[config.mk]
export PLATFORM = sky130hd
export DESIGN_NAME = gtp_comma_align
export DESIGN_NICKNAME = d
export VERILOG_FILES = /design/src/rtl/gtp_align_pkg.sv /design/src/rtl/comma_search.sv /design/src/rtl/gtp_comma_align.sv
export SDC_FILE = /design/constraint.sdc
export NUM_CORES = 1
export LEC_CHECK = 0
export BUFFER_PORTS_ARGS = -buffer_cell sky130_fd_sc_hd__buf_2
export CAP_MARGIN = 20
export CORE_ASPECT_RATIO = 1.25
export CORE_MARGIN = 8
export CORE_UTILIZATION = 35
export DETAILED_ROUTE_END_ITERATION = 12
export PLACE_DENSITY_LB_ADDON = 0.08
export SLEW_MARGIN = 20
export SYNTH_ARGS = -nofsm -noshare
export SYNTH_HDL_FRONTEND = slang
export SYNTH_HIERARCHICAL = 1
export SYNTH_SLANG_ARGS = --single-unit
[constraint.sdc]
create_clock -name gtp_rx_clk -period 5.7 [get_ports gtp_rx_clk]
set_input_delay 0.285 -clock gtp_rx_clk [delete_from_list [all_inputs] [get_ports gtp_rx_clk]]
set_output_delay 0.285 -clock gtp_rx_clk [all_outputs]
set_load 0.02 [all_outputs]
[src/rtl/gtp_align_pkg.sv]
// ============================================================================
// Module      : gtp_align_pkg
// Description : Shared constants for the GTP receive word aligner.
// Revision    : 1.0 - initial release
// ============================================================================
`default_nettype none

package gtp_align_pkg;

    localparam logic [9:0] COMMA_P = 10'b0101111100;
    localparam logic [9:0] COMMA_N = 10'b1010000011;

    localparam int OFF_W = 5;

    localparam logic [1:0] HUNT   = 2'd0;
    localparam logic [1:0] CHECK  = 2'd1;
    localparam logic [1:0] LOCKED = 2'd2;

    function automatic logic is_comma(input logic [9:0] sym);
        return (sym == COMMA_P) || (sym == COMMA_N);
    endfunction

endpackage

`default_nettype wire

[src/rtl/comma_search.sv]
// ============================================================================
// Module      : comma_search
// Description : Combinational K28.5 search over a two-word window; reports
//               whether any offset matches and the lowest matching offset.
// Revision    : 1.0 - initial release
// ============================================================================
`default_nettype none

module comma_search
    import gtp_align_pkg::*;
#(
    parameter int dw = 10
) (
    input  logic [4*dw-1:0]  window,
    output logic             hit,
    output logic [OFF_W-1:0] hit_off
);

    logic [2*dw-1:0] w_match;

    for (genvar k = 0; k < 2*dw; k++) begin : g_cmp
        assign w_match[k] = is_comma(window[k +: dw]);
    end

    // Scan downward so the lowest matching offset is the one that sticks.
    always_comb begin
        hit     = |w_match;
        hit_off = '0;
        for (int k = 2*dw-1; k >= 0; k--) begin
            if (w_match[k]) begin
                hit_off = OFF_W'(k);
            end
        end
    end

endmodule

`default_nettype wire

[src/rtl/gtp_comma_align.sv]
// ============================================================================
// Module      : gtp_comma_align
// Description : 20-bit GTP receive word aligner: hunts K28.5 at any bit
//               offset, qualifies it and outputs words with commas low.
//               Optional statistics counters: GTP_COMMA_ALIGN_STATS_EN.
// Revision    : 1.0 - initial release
// ============================================================================
`default_nettype none

module gtp_comma_align
    import gtp_align_pkg::*;
#(
    parameter int dw       = 10,
    parameter int LOCK_CNT = 4,
    parameter int MISS_MAX = 3
) (
    input  logic              gtp_rx_clk,
    input  logic              rst_n,
    input  logic [2*dw-1:0]   gtp_rxd,
    output logic [2*dw-1:0]   aligned_rxd,
    output logic              comma_det,
    output logic              locked,
    output logic [OFF_W-1:0]  offset,
`ifdef GTP_COMMA_ALIGN_STATS_EN
    output logic [15:0]       realign_cnt,
    output logic [15:0]       miss_cnt,
`endif
    output logic              realign
);

    localparam logic [3:0] c_good_max  = 4'(LOCK_CNT);
    localparam logic [3:0] c_good_last = 4'(LOCK_CNT - 1);
    localparam logic [3:0] c_miss_last = 4'(MISS_MAX - 1);

    logic [2*dw-1:0]  r_prev;
    logic [2*dw-1:0]  r_aligned;
    logic             r_comma_det;
    logic [4*dw-1:0]  w_win;
    logic [4*dw-1:0]  w_shifted;
    logic             w_hit;
    logic [OFF_W-1:0] w_hit_off;
    logic             w_same;

    logic [1:0]       r_state, w_state_nxt;
    logic [3:0]       r_good, w_good_nxt;
    logic [3:0]       r_miss, w_miss_nxt;
    logic [OFF_W-1:0] r_offset, w_offset_nxt;
    logic             r_realign, w_realign_nxt;

    assign w_win     = {gtp_rxd, r_prev};
    assign w_shifted = w_win >> r_offset;
    assign w_same    = (w_hit_off == r_offset);

    comma_search #(.dw(dw)) u_search (
        .window  (w_win),
        .hit     (w_hit),
        .hit_off (w_hit_off)
    );

    always_ff @(posedge gtp_rx_clk or negedge rst_n) begin
        if (!rst_n) begin
            r_state <= HUNT;
        end else begin
            r_state <= w_state_nxt;
        end
    end

    always_comb begin
        w_state_nxt = r_state;
        case (r_state)
            HUNT: begin
                if (w_hit) begin
                    w_state_nxt = (LOCK_CNT == 1) ? LOCKED : CHECK;
                end
            end
            CHECK: begin
                if (w_hit && w_same && (r_good >= c_good_last)) begin
                    w_state_nxt = LOCKED;
                end
            end
            LOCKED: begin
                if (w_hit && !w_same && (r_miss >= c_miss_last)) begin
                    w_state_nxt = HUNT;
                end
            end
            default: w_state_nxt = HUNT;
        endcase
    end

    always_comb begin
        locked        = (r_state == LOCKED);
        w_offset_nxt  = r_offset;
        w_good_nxt    = r_good;
        w_miss_nxt    = r_miss;
        w_realign_nxt = 1'b0;
        case (r_state)
            HUNT: begin
                if (w_hit) begin
                    w_offset_nxt  = w_hit_off;
                    w_realign_nxt = 1'b1;
                    w_good_nxt    = 4'd1;
                    w_miss_nxt    = 4'd0;
                end
            end
            CHECK: begin
                if (w_hit && w_same) begin
                    w_good_nxt = (r_good >= c_good_max) ? r_good : r_good + 4'd1;
                end else if (w_hit) begin
                    w_offset_nxt  = w_hit_off;
                    w_realign_nxt = 1'b1;
                    w_good_nxt    = 4'd1;
                end
            end
            LOCKED: begin
                if (w_hit && w_same) begin
                    w_miss_nxt = 4'd0;
                end else if (w_hit) begin
                    // The final miss drops back to HUNT with a clean count.
                    w_miss_nxt = (r_miss >= c_miss_last) ? 4'd0 : r_miss + 4'd1;
                end
            end
            default: ;
        endcase
    end

    always_ff @(posedge gtp_rx_clk or negedge rst_n) begin
        if (!rst_n) begin
            r_prev      <= '0;
            r_aligned   <= '0;
            r_comma_det <= 1'b0;
            r_offset    <= '0;
            r_good      <= 4'd0;
            r_miss      <= 4'd0;
            r_realign   <= 1'b0;
        end else begin
            r_prev      <= gtp_rxd;
            r_aligned   <= w_shifted[2*dw-1:0];
            r_comma_det <= is_comma(w_shifted[dw-1:0]);
            r_offset    <= w_offset_nxt;
            r_good      <= w_good_nxt;
            r_miss      <= w_miss_nxt;
            r_realign   <= w_realign_nxt;
        end
    end

    assign aligned_rxd = r_aligned;
    assign comma_det   = r_comma_det;
    assign offset      = r_offset;
    assign realign     = r_realign;

`ifdef GTP_COMMA_ALIGN_STATS_EN
    logic [15:0] r_realign_cnt;
    logic [15:0] r_miss_cnt;
    logic        w_miss_evt;

    assign w_miss_evt = (r_state == LOCKED) && w_hit && !w_same;

    always_ff @(posedge gtp_rx_clk or negedge rst_n) begin
        if (!rst_n) begin
            r_realign_cnt <= 16'd0;
            r_miss_cnt    <= 16'd0;
        end else begin
            if (r_realign && (r_realign_cnt != 16'hFFFF)) begin
                r_realign_cnt <= r_realign_cnt + 16'd1;
            end
            if (w_miss_evt && (r_miss_cnt != 16'hFFFF)) begin
                r_miss_cnt <= r_miss_cnt + 16'd1;
            end
        end
    end

    assign realign_cnt = r_realign_cnt;
    assign miss_cnt    = r_miss_cnt;
`endif

endmodule

`default_nettype wire

==> qor.txt, run 1 <==
Status - complete, no violations
CP Class - reg -> reg
CTS max path bufs - 2
Post-synthesis cell type count - 72
Post-Syn Area per Cell - 9.985 um^2
Share of cells above drive strength 1 - 0.2694
Clock period minus worst slack - 3.864 ns
Post-DP HPWL - 12.18 mm
Worst slew margin - 0.4723
H-tree depth - 3
Leak - 2.199 nW
Vias in the first global route - 4473
Synth Flop Type - dfrtp_1
Post-synth design cell area - 5052 um^2
Inserted Diodes - 0
Startpoint types - flop
Met1 Use GR - 0.2343
Final hold violations - 0
Initial core utilization - 0.3537
Routed len/inst - 23.02 um
Post-CTS Resized - 0
Chip height - 150.3 um
Sink Count - 57
Clk root buf - clkbuf_16
Clock Latency Late Sink - 0.33 ns
Vias after detailed routing - 4550
Clock Skews - 0.01028 ns
Total track usage - 0.1822
Synth warn - 6
Nets - 562
Final critical-path share of the clock period - 0.6780
GR Overflow Total - 0
GR peak layer - met2
Drt total wl - 16.58 mm
Core region area - 14290 um^2
Die Area - 18560 um^2
DR iter-0 viols - 447
Hold Path Class - in -> async
Remaining DRCs - 0
Util after Layout - 0.3984
Die Wd - 123.5 um
CTS tree - done
Max-capacitance violation count - 0
Setup violators final - 0
WP data required - 5.95 ns
EDFF count, synth - 0
# IOs - 50
Worst slew pin tran - 0.7907 ns
Top post-synthesis cells by count - dfrtp_1 (57), nand2_1 (53), mux4_2 (42), nor2_1 (41), mux2i_1 (22)
# fillers - 1445
# rows - 49
Post-route ant nets - 0
Most frequent cell after synthesis - dfrtp_1
Post-synthesis cell count - 506
FMAX - 0.2588 GHz
PortBufs - 49
Placed cell area - 5381 um^2
Worst-path fanout max - 18
Met3 Use GR - 0.02552
Top cell type's share of synthesized area - 0.2823
Area delta synth->final - 12.63%
RSZ-0062 raised after global routing - no
Largest net degree at the start of global routing - 58
Global-route wire length before repair - 26.18 mm
Crit path max-delay cell type - dfrtp_1
Leading area contributor after synthesis - dfrtp_1
Setup TNS - 0 ns
Max Slew Vio Count - 0
Initial DRT Pass Iterations - 5
Sequential share of the synthesized area - 0.2823
Worst EP arrival - 4.11 ns
Syn Nets - 531
Worst R2R Path Depth - 12
Pwr/cell area - 380.9 nW/um^2
Placer Congestion - 0.8938
Reg clk slew, reported paths - 0.06 ns
VDD IR-drop max - 0.0001720 V
Final Power - 2.168 mW
CP max stage delay - 0.71 ns
Post-CTS Hold Fix Bufs - 0
Finished Cell Area - 5690 um^2
Seq cells post-synth - 57
CP Capture Type - flop
Worst-path cell chain - or2b_1 -> o22ai_1 -> a22o_1 -> or4_4 -> nor4_2 -> and2b_1 -> xnor2_1 -> nand3_1 -> or4b_2 -> nor2_1 -> a21oi_1 -> a31oi_1
Async S/R FF share, synth - 1.000
Inserted Clock Buffers - 9
Met2 Use GR - 0.2986
Initial antenna violation count - 0
Largest cells by area after synthesis - dfrtp_1 (28%), mux4_2 (19%), mux2i_1 (4.4%)
Postcts setup bufs - 0
Number of vias per cell - 6.319
-- worst max-delay path: cells and delay by family, from the launching register on --
kind / cells / cell delay, ns
xor+xnor: 1 / 0.12
compound gates: 4 / 0.60
simple gates: 7 / 2.34
flops: 1 / 0.71
-- layer usage --
layer  up-vias  wire length (um)
met4         0               469
li1       2041                 -
met3        31               843
met5         -                 0
met2       188              8084
met1      2290              7179
-- cells by family after synthesis --
| logic type | count (synthesis) | share of synthesized area |
|---|---|---|
| xor+xnor | 5 | 0.008669 |
| fa+ha+maj | 3 | 0.007430 |
| compound gates | 92 | 0.1320 |
| buf+inv | 47 | 0.04581 |
| mux | 84 | 0.2776 |
| simple gates | 218 | 0.2462 |
| flops | 57 | 0.2823 |
-- sequential cells by signal, indices dropped and copies added (netlist names) --
register / flops
aligned_rxd: 20
r_state: 2
comma_det: 1
r_prev: 20
realign: 1
r_good: 4
r_miss: 4
offset: 5
-- where the power goes --
group	total, mW	switching, mW	internal [mW]
registers	0.616	0.112	0.504
clock network	0.559	0.186	0.373
logic	0.993	0.546	0.446
-- stage by stage --
step	hold WS [ns]	instances	setup WS (ns)
floorplan	-0.01059	506	2.468
global placement	0.4429	704	1.943
detailed placement	0.4597	704	1.861
CTS	0.1227	720	1.866
global route	0.1300	720	1.621
finish	0.1098	720	1.836
-- worst paths after layout --
check	from	end	slack, ns
setup / recovery	r_prev[15]$_DFF_PN0_	r_state[1]$_DFFE_PN0P_	1.84
hold / removal	rst_n	aligned_rxd[19]$_DFF_PN0_	0.11
hold reg to reg	r_state[1]$_DFFE_PN0P_	r_state[0]$_DFFE_PN0P_	0.47
min in group gtp_rx_clk	gtp_rxd[17]	r_prev[17]$_DFF_PN0_	0.13
setup reg to reg	r_prev[15]$_DFF_PN0_	r_state[1]$_DFFE_PN0P_	1.84
max in group asynchronous	rst_n	offset[0]$_DFFE_PN0P_	5.06
-- cells in the final DEF, fill, tap and decap left out, types with 8 or more instances in the layout --
master / count
inv_1: 11
mux2_2: 18
mux4_2: 42
nor4_1: 10
nor2_1: 41
nor4b_1: 8
nand3_1: 8
nand2_1: 53
buf_2: 49
o21ai_0: 17
nor2b_1: 11
dfrtp_1: 55
o22ai_1: 10
mux2i_1: 22
nand2b_1: 14
clkbuf_16: 9
-- layout make-up --
class | count | area [um^2] | share of cell area
Clock inverter | 2 | 35.03 | 0.006157
Sequential cell | 57 | 1429 | 0.2511
Inverter | 12 | 45.04 | 0.007916
Multi-Input combinational cell | 402 | 3395 | 0.5965
Clock buffer | 14 | 274.0 | 0.04815
Tap cell | 178 | 222.7 | 0.03914
Timing Repair Buffer | 55 | 290.3 | 0.05101
Power figures use the tool's default switching activity.
==> inputs of run 2 (changes only) <==
==> constraint.sdc (replaced) <==
create_clock -name gtp_rx_clk -period 3.4 [get_ports gtp_rx_clk]
set_input_delay 0.17 -clock gtp_rx_clk [delete_from_list [all_inputs] [get_ports gtp_rx_clk]]
set_output_delay 0.17 -clock gtp_rx_clk [all_outputs]
set_load 0.02 [all_outputs]
==> run 2 against run 1 <==
  * Wire length up 7.2%
  * Core utilization up 4.0 points
  * Hold slack worse by 0.10 ns
  * Total power up 69%
  * First-iteration DRC count down 14%
  * Critical path depth down 1
  * Sequential cell count unchanged
  * Global-route usage up 1.4 points
  * Combinational power up 78%
  * Via count up 5.5%
  * Critical endpoint unchanged
  * Largest cell class unchanged
==> qor.txt, run 2 (synthesized netlist as in run 1, its figures left out) <==
Pwr/cell area - 584.6 nW/um^2
Routed len/inst - 22.44 um
Leak - 2.549 nW
Drt total wl - 17.78 mm
Startpoint types - flop
Inserted Diodes - 0
Number of vias per cell - 6.058
Area delta synth->final - 23.92%
# fillers - 1408
Max-capacitance violation count - 0
Total track usage - 0.1958
Final hold violations - 0
PortBufs - 49
Clk root buf - clkbuf_16
H-tree depth - 3
Worst slew margin - 0.5252
VDD IR-drop max - 0.0003303 V
Seq pwr share - 0.274
CP Class - reg -> reg
Chip height - 150.3 um
Placed cell area - 5914 um^2
NetSw - 1.411 mW
Final critical-path share of the clock period - 0.9509
Share of cells above drive strength 1 - 0.3697
CP Capture Type - flop
Post-placement setup slack - -0.05906 ns
Die Wd - 123.5 um
Setup violators final - 0
Hold worst-path end - r_prev[12]$_DFF_PN0_
Reg clk slew, reported paths - 0.05 ns
Hold Path Class - in -> reg
Clock network power share - 0.242
Clock period minus worst slack - 3.233 ns
GR Overflow Total - 0
Inserted Clock Buffers - 9
# IOs - 50
Initial core utilization - 0.3537
Worst EP arrival - 3.48 ns
Sink Count - 57
Clock Latency Late Sink - 0.33 ns
Largest net degree at the start of global routing - 33
Finished Cell Area - 6261 um^2
Remaining DRCs - 0
Most common cell after layout, fill and taps aside - buf_4
CTS max path bufs - 2
Global-route wire length before repair - 27.80 mm
Min-delay src - gtp_rxd[12]
Status - complete, no violations
# rows - 49
Initial DRT Pass Iterations - 5
WP data required - 3.64 ns
Setup TNS - 0 ns
RSZ-0062 raised after global routing - no
Vias in the first global route - 4879
Worst slew pin tran - 0.7122 ns
Worst R2R Path Depth - 11
Util after Layout - 0.4383
Worst hold stages - 1
Comb power frac - 0.483
Final Power - 3.660 mW
DR iter-0 viols - 383
Nets - 634
Post-DP HPWL - 13.83 mm
Die Area - 18560 um^2
Commonest cells after routing, fill and taps aside - buf_4 (77), nand2_1 (53), dfrtp_1 (50), buf_2 (49), mux4_2 (42)
Initial antenna violation count - 0
Inst Count DP - 775
Non-filler instance count after layout - 792
Post-route ant nets - 0
Hold_ws - 0.008902 ns
Vias after detailed routing - 4798
Internal power - 2.250 mW
CTS tree - done
Core region area - 14290 um^2
Worst-path fanout max - 7
Clock Skews - 0.008337 ns
Placer Congestion - 0.9131
Worst R2R Start - r_prev[6]$_DFF_PN0_
Worst reg2reg setup slack - 0.17 ns
Setup ws final - 0.1669 ns
FMAX - 0.3093 GHz
Max Slew Vio Count - 0
Net Sw Frac - 0.3854
RR Endpoint - r_state[1]$_DFFE_PN0P_
==> run 2: per-layer routing <==
layer	GRT usage	vias up	wire (um)	share of wire
li1	-	2180	-	-
met1	0.2322	2401	7187	0.40
met2	0.3400	179	9185	0.52
met3	0.02964	38	782	0.044
met4	0.08811	0	621	0.035
met5	0	-	0	0
==> run 2: power by group through the flow <==
stage	Combinational (mW)	Clock [mW]	Sequential (mW)
3_5_place_dp	1.75	0	1.02
4_1_cts	1.76	0.914	1.01
3_3_place_gp	1.75	0	1.01
2_1_floorplan	1.13	0	1.11
5_1_grt	1.91	0.938	1.03
6_report	1.77	0.887	1.00
==> run 2: repair_timing <==
item / CTS / global route
hold buffers: 1 / 0
setup endpoints to repair: 3 / 7
pin swaps: 0 / 0
endpoints found under the hold margin: 28 / 0
buffers inserted: 0 / 0
resized for setup: 6 / 8
==> run 2: worst max path at each step <==
stage / start / end
2_1_floorplan: r_prev[18]$_DFF_PN0_ / r_state[1]$_DFFE_PN0P_
3_3_place_gp: r_prev[16]$_DFF_PN0_ / r_state[1]$_DFFE_PN0P_
3_5_place_dp: r_prev[16]$_DFF_PN0_ / r_state[1]$_DFFE_PN0P_
4_1_cts: r_prev[14]$_DFF_PN0_ / r_state[1]$_DFFE_PN0P_
5_1_grt: r_prev[15]$_DFF_PN0_ / r_state[1]$_DFFE_PN0P_
6_report: r_prev[6]$_DFF_PN0_ / r_state[1]$_DFFE_PN0P_
==> run 2: critical path, cell delays in order (launching register included) <==
cell and delay (ns):
dfrtp_1 0.50, nor2b_1 0.20, and3_1 0.19, o21ai_0 0.33, or4bb_1 0.51, o21ai_1 0.17
a31oi_1 0.16, xor2_1 0.18, or4b_4 0.55, nor2_2 0.14, a21oi_1 0.07, a31oi_1 0.14
==> run 2: area by class of cell <==
class / count / area (um^2) / area share
clock buffers: 13 / 250.2 / 0.03997
multi-input cells: 402 / 3435 / 0.5486
well taps: 178 / 222.7 / 0.03557
repair buffers: 127 / 833.3 / 0.1331
inverters: 12 / 45.04 / 0.007194
clock inverters: 3 / 40.04 / 0.006395
flip-flops and latches: 57 / 1435 / 0.2292
==> inputs of run 3 (changes only) <==
--- a/config.mk
+++ b/config.mk
@@ -12,6 +12,7 @@
 export CORE_UTILIZATION = 35
 export DETAILED_ROUTE_END_ITERATION = 12
 export PLACE_DENSITY_LB_ADDON = 0.08
+export REMOVE_ABC_BUFFERS = 1
 export SLEW_MARGIN = 20
 export SYNTH_ARGS = -nofsm -noshare
 export SYNTH_HDL_FRONTEND = slang
==> constraint.sdc (replaced) <==
create_clock -name gtp_rx_clk -period 3.4 [get_ports gtp_rx_clk]
set_input_delay 0.68 -clock gtp_rx_clk [delete_from_list [all_inputs] [get_ports gtp_rx_clk]]
set_output_delay 0.68 -clock gtp_rx_clk [all_outputs]
set_load 0.02 [all_outputs]
==> run 3 against run 2 <==
  * Clock-buffer cell count grew 1
  * Clock power up 5.1%
  * Design area up 1.2%
  * Largest cell class unchanged
==> qor.txt, run 3 (synthesized netlist as in run 1, its figures left out) <==
Status - complete, no violations
Most common cell after layout, fill and taps aside - buf_4
Worst EP arrival - 3.49 ns
Initial core utilization - 0.3537
Inserted Diodes - 0
Initial DRT Pass Iterations - 4
Inst Count DP - 781
Clock Latency Late Sink - 0.34 ns
Global-route wire length before repair - 26.39 mm
CP Class - reg -> reg
Initial antenna violation count - 0
Clock period minus worst slack - 3.243 ns
Hold Path Class - in -> async
Top Metal Used - met4
Worst R2R Start - r_prev[17]$_DFF_PN0_
VDD IR-drop max - 0.0003519 V
Leak - 2.584 nW
Util after Layout - 0.4435
Vias after detailed routing - 4670
RR Endpoint - r_state[1]$_DFFE_PN0P_
Post-route ant nets - 0
Area of the multi-input gates - 3453 um^2
Final critical-path share of the clock period - 0.9537
Clk root buf - clkbuf_16
Worst-path fanout max - 6
Pwr/cell area - 584.6 nW/um^2
Worst R2R Path Depth - 13
# IOs - 50
Worst reg2reg setup slack - 0.16 ns
H-tree depth - 3
WP data required - 3.65 ns
Max-capacitance violation count - 0
PortBufs - 49
Routed wl met2 - 7.903 mm
Clock Skews - 0.01012 ns
Inserted Clock Buffers - 9
Remaining DRCs - 0
Critical path endpoint - r_state[1]$_DFFE_PN0P_
Drt total wl - 16.33 mm
Area delta synth->final - 25.41%
Max Slew Vio Count - 0
Worst slew pin tran - 0.8543 ns
Share of cells above drive strength 1 - 0.3877
Startpoint types - flop
Nets - 639
FMAX - 0.3084 GHz
Final Power - 3.704 mW
Number of vias per cell - 5.859
Worst slew margin - 0.4232
Placer Congestion - 0.8865
Setup violators final - 0
Setup crit start - r_prev[17]$_DFF_PN0_
Sink Count - 57
CTS max path bufs - 2
CP Capture Type - flop
Setup ws final - 0.1573 ns
Total track usage - 0.1835
GR Overflow Total - 0
CTS tree - done
Metal3 WL - 714 um
# fillers - 1445
Core region area - 14290 um^2
Non-filler instance count after layout - 797
Met1 Wirelength - 7.403 mm
Reg clk slew, reported paths - 0.05 ns
Vias in the first global route - 4746
Post-CTS Hold Fix Bufs - 0
Reg area - 1438 um^2
Post-placement setup slack - -0.4541 ns
DR iter-0 viols - 263
Die Wd - 123.5 um
Commonest cells after routing, fill and taps aside - buf_4 (83), nand2_1 (53), buf_2 (49), dfrtp_1 (48), mux4_2 (42)
Hold_ws - 0.2338 ns
Final hold violations - 0
# rows - 49
Chip height - 150.3 um
Largest net degree at the start of global routing - 36
Die Area - 18560 um^2
Routed len/inst - 20.49 um
Post-DP HPWL - 12.88 mm
[run 3: how the worst min path moves through the flow]
stage	startpoint	to	slack [ns]	cells past startpoint
after floorplan	rst_n	aligned_rxd[0]$_DFF_PN0_	0.38	0
after global placement	r_state[1]$_DFFE_PN0P_	r_state[0]$_DFFE_PN0P_	0.44	1
after detailed placement	r_state[1]$_DFFE_PN0P_	r_state[0]$_DFFE_PN0P_	0.46	1
after CTS	rst_n	r_miss[2]$_DFFE_PN0P_	0.23	1
after global routing	rst_n	r_miss[0]$_DFFE_PN0P_	0.25	1
final	rst_n	r_miss[2]$_DFFE_PN0P_	0.23	1
[run 3: final cells by class]
cell class,count,share of cell area
clock inverter,2,0.005529
tap,178,0.03515
inverter,12,0.007109
clock buffer,14,0.04325
sequential,57,0.2269
multi-input combinational,402,0.5450
timing repair buffer,132,0.1370
[run 3: per-stage QoR]
step,TNS [ns],instance area [um^2]
detailed placement,-2.688,5959
global route,-0.006172,6336
floorplan,-0.4800,4866
finish,0,6336
global placement,-2.167,5959
CTS,0,6284
[run 3: report_power, final]
group / leakage (nW) / internal, mW / switching [mW]
Sequential: 0.673 / 0.847 / 0.162
Clock: 0.153 / 0.625 / 0.307
Combinational: 1.76 / 0.827 / 0.935
[run 3: what timing repair did]
| action | in CTS | in global routing |
|---|---|---|
| endpoints found under the hold margin | 0 | 0 |
| setup buffers | 0 | 0 |
| setup endpoints to repair | 6 | 6 |
| resized for setup | 8 | 13 |
| pin swaps | 0 | 3 |
[run 3: worst max-delay path: stages, from the launching register on]
cell and delay [ns]:
dfrtp_1 0.46, or4b_1 0.60, nor4_2 0.25, a41o_1 0.17, or4_4 0.17, buf_4 0.11, nor2_1 0.04, nor2_1 0.19
xnor2_1 0.14, nand3_1 0.11, or4b_4 0.53, nor2_2 0.16, a21oi_1 0.08, a31oi_1 0.13
[run 3: layer usage]
layer  vias up  global-route usage
li1       2197                   -
met1      2338              0.2380
met3        21             0.03340
met2       114              0.2959
met4         0             0.07121
met5         -                   0
